[config.mk]
export PLATFORM = sky130hd
export DESIGN_NAME = mdio_master_c45
export DESIGN_NICKNAME = d
export VERILOG_FILES = /design/src/rtl/mdio_master_c45.sv
export SDC_FILE = /design/constraint.sdc
export NUM_CORES = 1
export LEC_CHECK = 0
export BUFFER_PORTS_ARGS = -buffer_cell sky130_fd_sc_hd__buf_2
export CORE_ASPECT_RATIO = 1.25
export CORE_MARGIN = 2
export CORE_UTILIZATION = 30
export DETAILED_ROUTE_END_ITERATION = 6
export PLACE_DENSITY = 0.47
export SLEW_MARGIN = 15
export SYNTH_ARGS = -nofsm -noshare
export SYNTH_HDL_FRONTEND = slang
export SYNTH_SLANG_ARGS = --single-unit
[constraint.sdc]
create_clock -name clk -period 4.3 [get_ports clk]
set_input_delay 0.215 -clock clk [delete_from_list [all_inputs] [get_ports clk]]
set_output_delay 0.215 -clock clk [all_outputs]
set_load 0.01 [all_outputs]
[src/rtl/mdio_master_c45.sv]
// -----------------------------------------------------------------------------
// mdio_master_c45
// MDIO management master for Clause 22 and Clause 45 frames. Generates MDC from
// clk, serialises preamble + ST/OP/PRTAD/DEVAD/TA/DATA MSB first, releases the
// bus for the turnaround and data of read frames, and captures read data.
//
// Ports
//   clk       system clock (all logic)
//   rst_n     synchronous active-low reset
//   mdio_mdc  generated MDC (low first half, high second half of each bit)
//   mdio_t    MDIO tri-state control, 1 = released, 0 = driven
//   mdio_o    MDIO output data
//   mdio_i    MDIO input data, sampled in the clk cycle where MDC rises
//   start     request pulse, accepted only while busy = 0
//   c45       0 = Clause 22 frame, non-zero = Clause 45 frame
//   op        opcode, sent verbatim
//   prtad     PHY/port address
//   devad     register address (C22) or device address (C45)
//   wr_data   write data or C45 address value
//   busy      frame in progress (covers the DONE cycle)
//   done      one-cycle completion pulse
//   rd_valid  pulses with done when a read returned data
//   rd_err    pulses with done when a read saw no PHY turnaround
//   rd_data   last successfully read data
// -----------------------------------------------------------------------------
module mdio_master_c45 #(
  parameter int CLK_DIV = 25,
  parameter int PRE_LEN = 32
) (
  input  logic        clk,
  input  logic        rst_n,
  output logic        mdio_mdc,
  output logic        mdio_t,
  output logic        mdio_o,
  input  logic        mdio_i,
  input  logic        start,
  input  logic [1:0]  c45,
  input  logic [1:0]  op,
  input  logic [4:0]  prtad,
  input  logic [4:0]  devad,
  input  logic [15:0] wr_data,
  output logic        busy,
  output logic        done,
  output logic        rd_valid,
  output logic        rd_err,
  output logic [15:0] rd_data
);

  localparam int DIV_W = $clog2(2 * CLK_DIV);
  localparam logic [DIV_W-1:0] DIV_LAST = DIV_W'(2 * CLK_DIV - 1);
  localparam logic [DIV_W-1:0] DIV_HALF = DIV_W'(CLK_DIV);
  localparam logic [DIV_W-1:0] DIV_ZERO = {DIV_W{1'b0}};
  localparam logic [DIV_W-1:0] DIV_ONE  = {{(DIV_W-1){1'b0}}, 1'b1};
  localparam logic [5:0]       PRE_LAST = 6'((PRE_LEN > 0) ? (PRE_LEN - 1) : 0);

  typedef enum logic [1:0] {
    S_IDLE  = 2'd0,
    S_PRE   = 2'd1,
    S_FRAME = 2'd2,
    S_DONE  = 2'd3
  } state_t;

  state_t             r_state;
  logic [DIV_W-1:0]   r_div;
  logic [5:0]         r_cnt;
  logic [31:0]        r_frame;
  logic               r_is_rd;
  logic [15:0]        r_shift;
  logic               r_ta_err;
  logic               r_mdc, r_t, r_o, r_busy, r_done, r_rd_valid, r_rd_err;
  logic [15:0]        r_rd_data;

  state_t             w_state_nxt;
  logic [DIV_W-1:0]   w_div_nxt;
  logic [5:0]         w_cnt_nxt;
  logic [31:0]        w_frame_nxt;
  logic               w_is_rd_nxt;
  logic               w_accept, w_bit_end, w_rd_req, w_sample;
  logic [1:0]         w_st;
  logic               w_mdc_nxt, w_t_nxt, w_o_nxt;

  assign w_accept  = start & (r_state == S_IDLE);
  assign w_bit_end = (r_div == DIV_LAST);
  // MDC rises in the cycle where the divider first reaches the half point
  assign w_sample  = (r_state == S_FRAME) & (r_div == DIV_HALF);

  // Frame word and read/write classification for a newly accepted request
  always_comb begin
    w_st     = (c45 != 2'b00) ? 2'b00 : 2'b01;
    w_rd_req = (c45 == 2'b00) ? (op == 2'b10) : op[1];
    if (w_accept) begin
      w_frame_nxt = {w_st, op, prtad, devad, 2'b10, wr_data};
      w_is_rd_nxt = w_rd_req;
    end else begin
      w_frame_nxt = r_frame;
      w_is_rd_nxt = r_is_rd;
    end
  end

  // Next-state, divider and bit-counter logic
  always_comb begin
    w_state_nxt = r_state;
    w_div_nxt   = r_div;
    w_cnt_nxt   = r_cnt;
    case (r_state)
      S_IDLE: begin
        w_div_nxt = DIV_ZERO;
        if (start) begin
          if (PRE_LEN > 0) begin
            w_state_nxt = S_PRE;
            w_cnt_nxt   = PRE_LAST;
          end else begin
            w_state_nxt = S_FRAME;
            w_cnt_nxt   = 6'd31;
          end
        end else begin
          w_cnt_nxt = 6'd0;
        end
      end
      S_PRE, S_FRAME: begin
        if (w_bit_end) begin
          w_div_nxt = DIV_ZERO;
          // bit counter never wraps: the last bit of a phase changes state
          if (r_cnt != 6'd0) begin
            w_cnt_nxt = r_cnt - 6'd1;
          end else if (r_state == S_PRE) begin
            w_state_nxt = S_FRAME;
            w_cnt_nxt   = 6'd31;
          end else begin
            w_state_nxt = S_DONE;
          end
        end else begin
          w_div_nxt = r_div + DIV_ONE;
        end
      end
      S_DONE: begin
        w_state_nxt = S_IDLE;
      end
      default: begin
        w_state_nxt = S_IDLE;
      end
    endcase
  end

  // Next values of the registered bus outputs; data only changes with the
  // bit counter, i.e. at a bit-period start where MDC falls
  always_comb begin
    w_mdc_nxt = 1'b0;
    w_t_nxt   = 1'b1;
    w_o_nxt   = 1'b1;
    case (w_state_nxt)
      S_PRE: begin
        w_mdc_nxt = (w_div_nxt >= DIV_HALF);
        w_t_nxt   = 1'b0;
        w_o_nxt   = 1'b1;
      end
      S_FRAME: begin
        w_mdc_nxt = (w_div_nxt >= DIV_HALF);
        // reads release the bus for TA (bits 17,16) and DATA (15..0)
        if (w_is_rd_nxt && (w_cnt_nxt <= 6'd17)) begin
          w_t_nxt = 1'b1;
          w_o_nxt = 1'b1;
        end else begin
          w_t_nxt = 1'b0;
          w_o_nxt = w_frame_nxt[w_cnt_nxt[4:0]];
        end
      end
      default: begin
        w_mdc_nxt = 1'b0;
        w_t_nxt   = 1'b1;
        w_o_nxt   = 1'b1;
      end
    endcase
  end

  // State, counters, latched request and registered bus/status outputs
  always_ff @(posedge clk) begin
    if (!rst_n) begin
      r_state <= S_IDLE;
      r_div   <= DIV_ZERO;
      r_cnt   <= 6'd0;
      r_frame <= 32'h0000_0000;
      r_is_rd <= 1'b0;
      r_mdc   <= 1'b0;
      r_t     <= 1'b1;
      r_o     <= 1'b1;
      r_busy  <= 1'b0;
      r_done  <= 1'b0;
    end else begin
      r_state <= w_state_nxt;
      r_div   <= w_div_nxt;
      r_cnt   <= w_cnt_nxt;
      r_frame <= w_frame_nxt;
      r_is_rd <= w_is_rd_nxt;
      r_mdc   <= w_mdc_nxt;
      r_t     <= w_t_nxt;
      r_o     <= w_o_nxt;
      r_busy  <= (w_state_nxt != S_IDLE);
      r_done  <= (w_state_nxt == S_DONE);
    end
  end

  // Read capture: second TA bit flags a missing PHY, DATA shifts in MSB first
  always_ff @(posedge clk) begin
    if (!rst_n) begin
      r_shift    <= 16'h0000;
      r_ta_err   <= 1'b0;
      r_rd_data  <= 16'h0000;
      r_rd_valid <= 1'b0;
      r_rd_err   <= 1'b0;
    end else begin
      r_rd_valid <= 1'b0;
      r_rd_err   <= 1'b0;
      if (w_sample && r_is_rd) begin
        if (r_cnt == 6'd16) begin
          r_ta_err <= mdio_i;
        end else if (r_cnt < 6'd16) begin
          r_shift <= {r_shift[14:0], mdio_i};
        end else begin
          r_ta_err <= r_ta_err;
        end
      end
      if ((r_state == S_FRAME) && (w_state_nxt == S_DONE) && r_is_rd) begin
        if (r_ta_err) begin
          r_rd_err <= 1'b1;
        end else begin
          r_rd_valid <= 1'b1;
          r_rd_data  <= r_shift;
        end
      end
    end
  end

  assign mdio_mdc = r_mdc;
  assign mdio_t   = r_t;
  assign mdio_o   = r_o;
  assign busy     = r_busy;
  assign done     = r_done;
  assign rd_valid = r_rd_valid;
  assign rd_err   = r_rd_err;
  assign rd_data  = r_rd_data;

endmodule

==> results.cfg, run 1 <==
[floorplan]
row_count = 49
design.portCount = 57
die_height_um = 138
start_util_pct = 30.4
die_w_um = 112
die-area_um2 = 15400
placeableCoreArea_um2 = 14300

[global_routing]
globalRoute.totalOverflow = 0
pin_count_of_the_biggest_net_entering_global_routing = 51
first_global_vias = 3776
grt_first_pass_wirelength_um = 19000
track_usage_pct = 14.9
antenna_violations_before_repair = 0

[sta]
fmax_mhz = 295
rsz0062_at_grt = no
slew_viol_final = 0
setup_viol = 0
max_slew_margin_pct = 38.7
final.setup_skew_ps = 7.82
timing.final.hold_violations = 0
worst_setup_slack_after_layout_ps = 915
final.period_utilization_pct = 78.7
tightestPinTransition_ps = 912
post-route-min-period_ps = 3390
totalNegativeSetupSlack_ps = 0

[critical_path]
crit_start = r_cnt[0]$_SDFF_PN0_
critical_path_class = register to register
worstPathArrival_ps = 3650
worstSetupStartpointType = register
worstPathMaxFanout = 9
setup.worst_path.end_class = register
timing.rr.start = r_cnt[0]$_SDFF_PN0_
cp_data_required_time_ps = 4570

[logic_synthesis]
yosys.area_share.xor_xnor_pct = 0.807
netlist_instances = 531
yosys-mux-area-fraction_pct = 9.11
synth-edff-count = 0
ys_seq_elements = 87
synth-adder-area-share_pct = 3.46
yosys.cell_types.count = 63
syn-mean-instance-area_um2 = 8.17
synth-simple-area-share_pct = 23.0
async_reset_ff_share_pct = 0
syn_area_um2 = 4340
synth_top_cell_area_share_pct = 40.1
synth_compound_gate_area_share_pct = 19.0
synth.area.top_cells = dfxtp_1 (40%), nand2_1 (8.9%), a21oi_1 (7.5%)
synth_area_leader_cell = dfxtp_1
total_of_warnings_raised_by_yosys = 0
synth_top_family_by_area = simple AND/OR/NAND/NOR gates
synth-seq-area-share_pct = 40.1
synth-main-ff-cell = dfxtp_1
synth_nets = 577

[clocking]
postCtsResizedCells = 0
cts_max_path_buffers = 2
cts_made_buffers = 9
cts_tree = yes
clk_transition_reported_paths_ps = 70
root_buffer = clkbuf_16
clock_sinks = 87
post_cts_hold_buffer_count = 0
clock_latency_ps = 340
cts_post_setup_buffers_inserted = 0
htree_num_levels = 3

[route]
drt_first_iter_violations = 222
antenna_violating_nets_post_route = 0
drc = 0
wl_um = 11100
wire_per_inst_um = 14.7
drt_pass1_iterations = 4
post_drt_via_cell_ratio = 5.06
num_vias = 3826

[finish]
multi_input_comb_area_um2 = 2410
area_growth_pct = 17.3
antenna_cells_inserted = 0
layout-drive-gt1-share_pct = 17.6
sequential_cell_area_um2 = 1740
final_net_count = 619
n_fill_cell = 1509

[hold_path]
holdCritStartpoint = devad[4]
hold_class = primary input to register

[status]
run_status = finished clean

[flow_run]
cap_viol_max_count = 0

[pwr]
worst_ir_drop_vdd_v = 0.000165
power_density_nw_per_um2 = 409
leakage_nw = 1.99

[placed_design]
globalplace.congestion = 0.871
placement.setup.worst_slack_ps = 918
numPortBuffers = 56
post-dp-hpwl_um = 7960
-- area by class of cell --
cell class	instances	share of cell area [%]
tap	178	4.38
clock buffer	10	4.70
inverter	14	1.03
timing repair buffer	65	6.83
multi-input combinational	396	47.4
clock inverter	6	1.45
sequential	87	34.2
-- Yosys cell counts (all sizes together), types with 7 or more instances --
cell / instances
nand2: 103
dfxtp: 87
a21oi: 65
nor2: 49
mux2i: 29
clkbuf: 20
o21ai: 18
buf: 14
inv: 14
ha: 12
nor3: 12
a211oi: 8
nand3: 8
mux2: 7
-- critical path, stage by stage (launching register included) --
cell and delay, ps:
dfxtp_1 380, inv_1 100, ha_1 260, nor4b_2 190
a211o_1 350, o311a_4 350, or2_1 400, buf_4 260
mux2i_1 120, a2111oi_0 390, o211a_1 210, and4b_1 190
a21oi_1 130
-- layout by cell type (no fill, tap or decap), types with 3 or more instances in the layout --
master	count
inv_1	13
inv_6	3
nand3_1	8
o41ai_1	3
nand2_1	103
clkbuf_16	9
a211oi_1	8
nand4_1	3
ha_1	12
dfxtp_1	87
nor2_1	49
and3_1	4
nor3_1	12
o21ai_0	18
o211ai_1	6
mux2i_1	29
o31ai_1	3
nor4_1	4
buf_4	9
a21oi_1	65
xor2_1	3
nor2b_1	5
buf_2	56
mux2_2	6
and2_1	6
nand2b_1	4
-- sequential cells by signal (all words and copies together), names as in the netlist --
name      cells
rd_valid      1
mdio_t        1
r_is_rd       1
r_state       2
mdio_o        1
r_div         6
busy          1
r_frame      32
r_shift      16
done          1
mdio_mdc      1
r_ta_err      1
rd_data      16
rd_err        1
r_cnt         6
-- metrics by stage --
stage	hold slack [ps]	utilization (%)	std cells	cell area [um2]	power, W
after floorplan	351	-	531	4340	0.00118
after global routing	129	35.6	756	5090	0.00220
after global placement	442	33.4	740	4780	0.00128
after CTS	110	35.6	756	5090	0.00211
after detailed placement	446	33.4	740	4780	0.00128
final	119	35.6	756	5090	0.00208
-- routing by layer --
metal	GRT usage [%]	share of wire [%]	up-vias	routed length, um
met1	19.7	46	1804	5120
met3	2.37	2.6	15	292
li1	-	-	1939	-
met4	6.37	2.1	0	233
met5	0	0	-	0
met2	24.2	49	68	5490
-- report_power, final --
group | switching (W) | total (W) | internal [W]
registers | 0.0000284 | 0.000870 | 0.000841
logic | 0.000240 | 0.000397 | 0.000157
clock network | 0.000340 | 0.000815 | 0.000475
total | 0.000608 | 0.00208 | 0.00147
-- cell families (layout without fill, tap and decap cells) --
family | count (synthesis) | after routing
XOR/XNOR | 4 | 4
multiplexers | 37 | 37
AND/OR/NAND/NOR | 215 | 215
buffers and inverters | 48 | 95
flip-flops | 87 | 87
adder cells (fa/ha/maj) | 12 | 12
AO/OA/AOI/OAI | 128 | 128
-- worst paths after layout --
kind | slack [ps] | depth (start not counted) | endpoint
hold reg to reg | 450 | 2 | rd_data[15]$_SDFFE_PN0P_
hold / removal | 120 | 3 | r_frame[22]$_SDFF_PN0_
setup reg to reg | 910 | 12 | mdio_o$_SDFF_PP1_
setup / recovery | 910 | 12 | mdio_o$_SDFF_PP1_
Note: power is estimated with default switching activity, not from simulation.
==> run 2, diff against run 1 <==
ABC_AREA = 1   (was not set)
clock period = 3.2 ns   (was 4.3 ns; I/O delays follow)
==> run 2 against run 1 <==
  * Sequential power rose by 30%
  * Final cell count fell by 5.2%
  * Total power grew 26%
  * Utilization grew 1.2 points
  * Clock skew fell by 3.0 ps
  * Critical path depth grew 2
  * Critical endpoint is now rd_data[6]$_SDFFE_PN0P_
  * Largest power group is now clock
==> results.cfg, run 2 <==
[status]
run_status = finished clean

[placed_design]
numPortBuffers = 56
post-dp-hpwl_um = 6310
globalplace.congestion = 0.801
placedInstanceArea_um2 = 4370

[logic_synthesis]
total_of_warnings_raised_by_yosys = 0
ys_seq_elements = 87
synth-edff-count = 0
synth_top_cell_area_share_pct = 44.0
synth-main-ff-cell = dfxtp_1
synth_nets = 541
yosys.cell_types.count = 40
syn-mean-instance-area_um2 = 8.00
synth_area_leader_cell = dfxtp_1
synth.area.top_cells = dfxtp_1 (44%), mux2i_1 (6.8%), nand2_1 (6.1%)
syn_area_um2 = 3960
ys_top_cells_by_count = dfxtp_1 (87), nand2_1 (64), nor2_1 (60), inv_1 (43), nand3_1 (42)
synth-seq-area-share_pct = 44.0
netlist_instances = 495
synth_most_common_cell = dfxtp_1
async_reset_ff_share_pct = 0

[critical_path]
worstPathArrival_ps = 2980
worst_path_dominant_cell_family = simple AND/OR/NAND/NOR gates
cp_data_required_time_ps = 3470
regToRegEndpoint = rd_data[6]$_SDFFE_PN0P_
critical_path_class = register to register
worst_path_largest_cell_delay_ps = 320
timing.critical_path.mode_cell = inv_1
cp_slowest_cell = dfxtp_1
cp_num_cells = 14
r2r_setup_slack_ps = 480
cell_chain_of_the_critical_path = inv_1 -> ha_1 -> nand2_2 -> nor2_4 -> nand2_1 -> nor3_1 -> o22ai_1 -> inv_1 -> ha_1 -> inv_1 -> nor3_2 -> buf_4 -> o21ai_0 -> a21oi_1
worstPathMaxFanout = 32
r2r.worst_path.cells = 14
setup.worst_path.end_class = register
crit_start = r_cnt[0]$_SDFF_PN0_
worst-path-buf-inv = 4
worstSetupStartpointType = register
timing_endpoint_of_the_critical_path = rd_data[6]$_SDFFE_PN0P_
timing.rr.start = r_cnt[0]$_SDFF_PN0_

[route]
antenna_violating_nets_post_route = 0
drt_first_iter_violations = 134
post_drt_via_cell_ratio = 4.62
wire_per_inst_um = 12.6
drc = 0
num_vias = 3312
wl_um = 9010
drt_pass1_iterations = 4

[sta]
timing.hold.ws_ps = 80.3
timing.final.hold_violations = 0
totalNegativeSetupSlack_ps = 0
post-route-min-period_ps = 2720
max_slew_margin_pct = 38.5
final.period_utilization_pct = 84.9
setup_viol = 0
tightestPinTransition_ps = 920
fmax_mhz = 368
final.setup_skew_ps = 4.80
slew_viol_final = 0
rsz0062_at_grt = no

[clocking]
clk_transition_reported_paths_ps = 70
clock_latency_ps = 340
clock_sinks = 87
cts_made_buffers = 9
post_cts_hold_buffer_count = 0
cts_post_setup_buffers_inserted = 0
postCtsResizedCells = 0
cts_tree = yes
cts_max_path_buffers = 2
root_buffer = clkbuf_16
htree_num_levels = 3

[finish]
final_common_cell = dfxtp_1
final_net_count = 590
antenna_cells_inserted = 0
most-common-layout-cells = dfxtp_1 (87), nand2_1 (64), nor2_1 (60)
area_growth_pct = 18.8
sequential_cell_area_um2 = 1740
finish.instance_area_um2 = 4700
finalCoreUtilization_pct = 36.8
n_fill_cell = 1384
multi_input_comb_area_um2 = 1920
largest_register = r_frame
layout-drive-gt1-share_pct = 19.9
largest_register_ffs = 32

[floorplan]
design.portCount = 57
die_w_um = 107
row_count = 46
die-area_um2 = 14100
die_height_um = 132
start_util_pct = 31.0
placeableCoreArea_um2 = 12800

[pwr]
worst_ir_drop_vdd_v = 0.000251
leakage_nw = 2.14
power_density_nw_per_um2 = 559
power.total_w = 0.00263

[global_routing]
first_global_vias = 3313
grt_first_pass_wirelength_um = 15400
globalRoute.totalOverflow = 0
antenna_violations_before_repair = 0
track_usage_pct = 13.5
pin_count_of_the_biggest_net_entering_global_routing = 42

[flow_run]
cap_viol_max_count = 0

[hold_path]
hold_class = primary input to register
==> run 2: kinds of logic after synthesis <==
| logic type | after synthesis | share of synthesized area [%] |
|---|---|---|
| flops | 87 | 44.0 |
| mux | 27 | 6.83 |
| buf+inv | 74 | 7.59 |
| compound gates | 88 | 12.1 |
| fa+ha+maj | 12 | 3.79 |
| xor+xnor | 3 | 0.664 |
| simple gates | 204 | 25.0 |
==> run 2: worst min path at each step <==
stage	slack [ps]	cells past startpoint	end	start
after floorplan	320	2	r_frame[0]$_SDFF_PN0_	wr_data[0]
after global placement	430	3	r_frame[23]$_SDFF_PN0_	prtad[0]
after detailed placement	430	3	r_frame[23]$_SDFF_PN0_	prtad[0]
after CTS	80	3	r_frame[23]$_SDFF_PN0_	prtad[0]
after global routing	90	3	r_frame[18]$_SDFF_PN0_	devad[0]
final	80	3	r_frame[7]$_SDFF_PN0_	wr_data[7]
==> run 2: metrics by stage <==
step | setup WS, ps | cells
6_report | 484 | 717
3_5_place_dp | 488 | 701
4_1_cts | 480 | 717
3_3_place_gp | 647 | 701
2_1_floorplan | 697 | 495
5_1_grt | 176 | 717
==> run 2: metal layers <==
metal  global-route usage (%)  vias up  share of wire (%)
li1                         -     1719                  -
met5                        0        -                  0
met4                     4.76        0                1.4
met2                     23.0       44                 49
met1                     16.6     1542                 46
met3                     3.35        7                3.9
==> run 2: layout make-up <==
| cell class | instances | area share [%] |
|---|---|---|
| Inverter | 53 | 4.23 |
| Timing Repair Buffer | 59 | 6.44 |
| Clock buffer | 9 | 4.79 |
| Multi-Input combinational cell | 334 | 40.9 |
| Clock inverter | 7 | 2.16 |
| Tap cell | 168 | 4.47 |
| Sequential cell | 87 | 37.1 |
==> run 2: worst register-to-register path, stage by stage (launching register included) <==
cell and delay (ps):
dfxtp_1 320, inv_1 160, ha_1 260, nand2_2 100
nor2_4 110, nand2_1 90, nor3_1 300, o22ai_1 220
inv_1 120, ha_1 170, inv_1 60, nor3_2 140
buf_4 310, o21ai_0 120, a21oi_1 160
==> run 2: power by group <==
part           switching, W  internal [W]  total (W)
Combinational      0.000223      0.000126   0.000349
Clock              0.000454      0.000692    0.00115
Sequential        0.0000156       0.00112    0.00113
==> run 3, diff against run 2 <==
PLACE_DENSITY = 0.49   (was 0.47)
clock period = 2.2 ns   (was 3.2 ns; I/O delays follow)
==> run 3 against run 2 <==
  * Sequential share of layout area fell by 3.3 points
  * Wire length rose by 5.0%
  * Sequential cell count unchanged
  * Global-route usage is 0.23 points higher
  * Non-clock buffer count grew 36
  * Final area grew 10%
  * Clock skew rose by 2.7 ps
  * First-iteration DRC count fell by 27%
  * Via count rose by 5.2%
  * Maximum frequency grew 24%
  * Utilization rose by 3.7 points
  * Sequential power is 46% higher
  * Largest cell class unchanged
==> results.cfg, run 3 (synthesized netlist as in run 2, its figures left out) <==
[status]
run_status = finished clean

[sta]
fmax_mhz = 456
max_slew_margin_pct = 65.3
totalNegativeSetupSlack_ps = 0
slew_viol_final = 0
rsz0062_at_grt = yes
setup_viol = 0
tightestPinTransition_ps = 518
final.period_utilization_pct = 99.6
timing.final.hold_violations = 0
final.setup_skew_ps = 7.49
post-route-min-period_ps = 2190

[finish]
final_net_count = 626
layout-drive-gt1-share_pct = 28.9
number_of_cells_in_the_finished_layout_apart_from_fillers = 753
finalCoreUtilization_pct = 40.5
multi_input_comb_area_um2 = 2040
final_common_cell = dfxtp_1
n_fill_cell = 1346
antenna_cells_inserted = 0
largest_register = r_frame
most-common-layout-cells = dfxtp_1 (84), nand2_1 (61), nor2_1 (60)
sequential_cell_area_um2 = 1750
area_growth_pct = 30.9
largest_register_ffs = 32

[critical_path]
cp_data_required_time_ps = 2490
r2r.worst_path.cells = 12
worstPathArrival_ps = 2480
regToRegEndpoint = rd_data[7]$_SDFFE_PN0P_
critical_path_class = register to register
r2r_setup_slack_ps = 8
crit_start = r_state[1]$_SDFF_PN0_
setup.worst_path.end_class = register
timing_endpoint_of_the_critical_path = rd_data[7]$_SDFFE_PN0P_
timing.rr.start = r_state[1]$_SDFF_PN0_
worstSetupStartpointType = register
worstPathMaxFanout = 8

[clocking]
cts_made_buffers = 9
cts_max_path_buffers = 2
clock_sinks = 87
post_cts_hold_buffer_count = 0
cts_tree = yes
htree_num_levels = 3
clock_latency_ps = 350
clk_transition_reported_paths_ps = 70
root_buffer = clkbuf_16

[route]
met2_wirelength_um = 4530
drt_pass1_iterations = 4
post_drt_via_cell_ratio = 4.63
drt_first_iter_violations = 98
routed_length_on_met1_um = 4290
maxUsedRoutingLayer = met4
routed-wl-met3_um = 443
wire_per_inst_um = 12.6
antenna_violating_nets_post_route = 0
drc = 0
num_vias = 3483
wl_um = 9460

[global_routing]
first_global_vias = 3440
track_usage_pct = 13.8
antenna_violations_before_repair = 0
pin_count_of_the_biggest_net_entering_global_routing = 38
globalRoute.totalOverflow = 0
grt_first_pass_wirelength_um = 15700

[floorplan]
placeableCoreArea_um2 = 12800
die-area_um2 = 14100
die_w_um = 107
design.portCount = 57
die_height_um = 132
start_util_pct = 31.0
row_count = 46

[placed_design]
placedCellCount = 733
post-dp-hpwl_um = 6680
numPortBuffers = 56
globalplace.congestion = 0.827

[pwr]
leakage_nw = 2.38
power_density_nw_per_um2 = 748
power.total_w = 0.00387
worst_ir_drop_vdd_v = 0.000416

[hold_path]
hold_class = primary input to register

[flow_run]
cap_viol_max_count = 0
==> run 3: changes by cell type in the layout (fill, tap and decap cells not counted), moves of 3 or more <==
cell | previous run | this run
buf_12 | 0 | 7
buf_4 | 3 | 30
dfxtp_1 | 87 | 84
dfxtp_2 | 0 | 3
ha_1 | 12 | 7
ha_4 | 0 | 4
inv_1 | 43 | 35
inv_2 | 9 | 16
nand2_1 | 64 | 61
o21ai_0 | 37 | 29
o21ai_1 | 2 | 8
==> run 3: how the worst min path moves through the flow <==
stage | from | to | cells past startpoint
floorplan | wr_data[0] | r_frame[0]$_SDFF_PN0_ | 2
finish | wr_data[6] | r_frame[6]$_SDFF_PN0_ | 3
global route | wr_data[4] | r_frame[4]$_SDFF_PN0_ | 3
CTS | wr_data[6] | r_frame[6]$_SDFF_PN0_ | 3
detailed placement | wr_data[8] | r_frame[8]$_SDFF_PN0_ | 3
global placement | wr_data[0] | r_frame[0]$_SDFF_PN0_ | 3
==> run 3: worst max-delay path: stages (launching register included) <==
cell,delay [ps]
dfxtp_1,350
inv_2,70
ha_1,310
inv_2,80
nor2_1,180
nand2_1,100
nand2_2,110
ha_4,150
inv_4,40
nor3_4,330
clkbuf_16,230
o21ai_0,70
a21oi_1,110
==> run 3: repair_timing <==
action / 4_1_cts / 5_1_grt
pin swaps: 2 / 12
setup endpoints to repair: 18 / 18
resized for setup: 7 / 35
cloned: 1 / 1
setup buffers: 1 / 2
==> run 3: through the flow <==
| step | hold slack (ps) | setup slack [ps] | area (um2) |
|---|---|---|---|
| 3_5_place_dp | 379 | -59.8 | 4710 |
| 2_1_floorplan | 273 | 24.1 | 3980 |
| 4_1_cts | 13.5 | 4.13 | 5080 |
| 3_3_place_gp | 374 | -28.7 | 4710 |
| 6_report | 17.0 | 7.91 | 5180 |
| 5_1_grt | 37.7 | -133 | 5180 |
==> run 3: metal layers <==
metal  GRT usage, %  up-vias
li1               -     1808
met1           16.4     1593
met2           23.2       66
met3           3.45       16
met4           6.13        0
met5              0        -
==> run 3: where the power goes <==
| part | leakage (nW) | internal [W] | total (W) | switching [W] |
|---|---|---|---|---|
| combinational | 1.52 | 0.000271 | 0.000625 | 0.000354 |
| clock | 0.151 | 0.000903 | 0.00160 | 0.000695 |
| sequential | 0.709 | 0.00163 | 0.00165 | 0.0000235 |
| total | 2.38 | 0.00280 | 0.00387 | 0.00107 |
==> run 3: layout make-up <==
| cell class | instances | share of cell area [%] |
|---|---|---|
| timing repair buffer | 95 | 13.2 |
| multi-input combinational | 334 | 39.3 |
| clock buffer | 10 | 4.42 |
| tap | 168 | 4.06 |
| sequential | 87 | 33.7 |
| inverter | 53 | 3.89 |
| clock inverter | 6 | 1.45 |
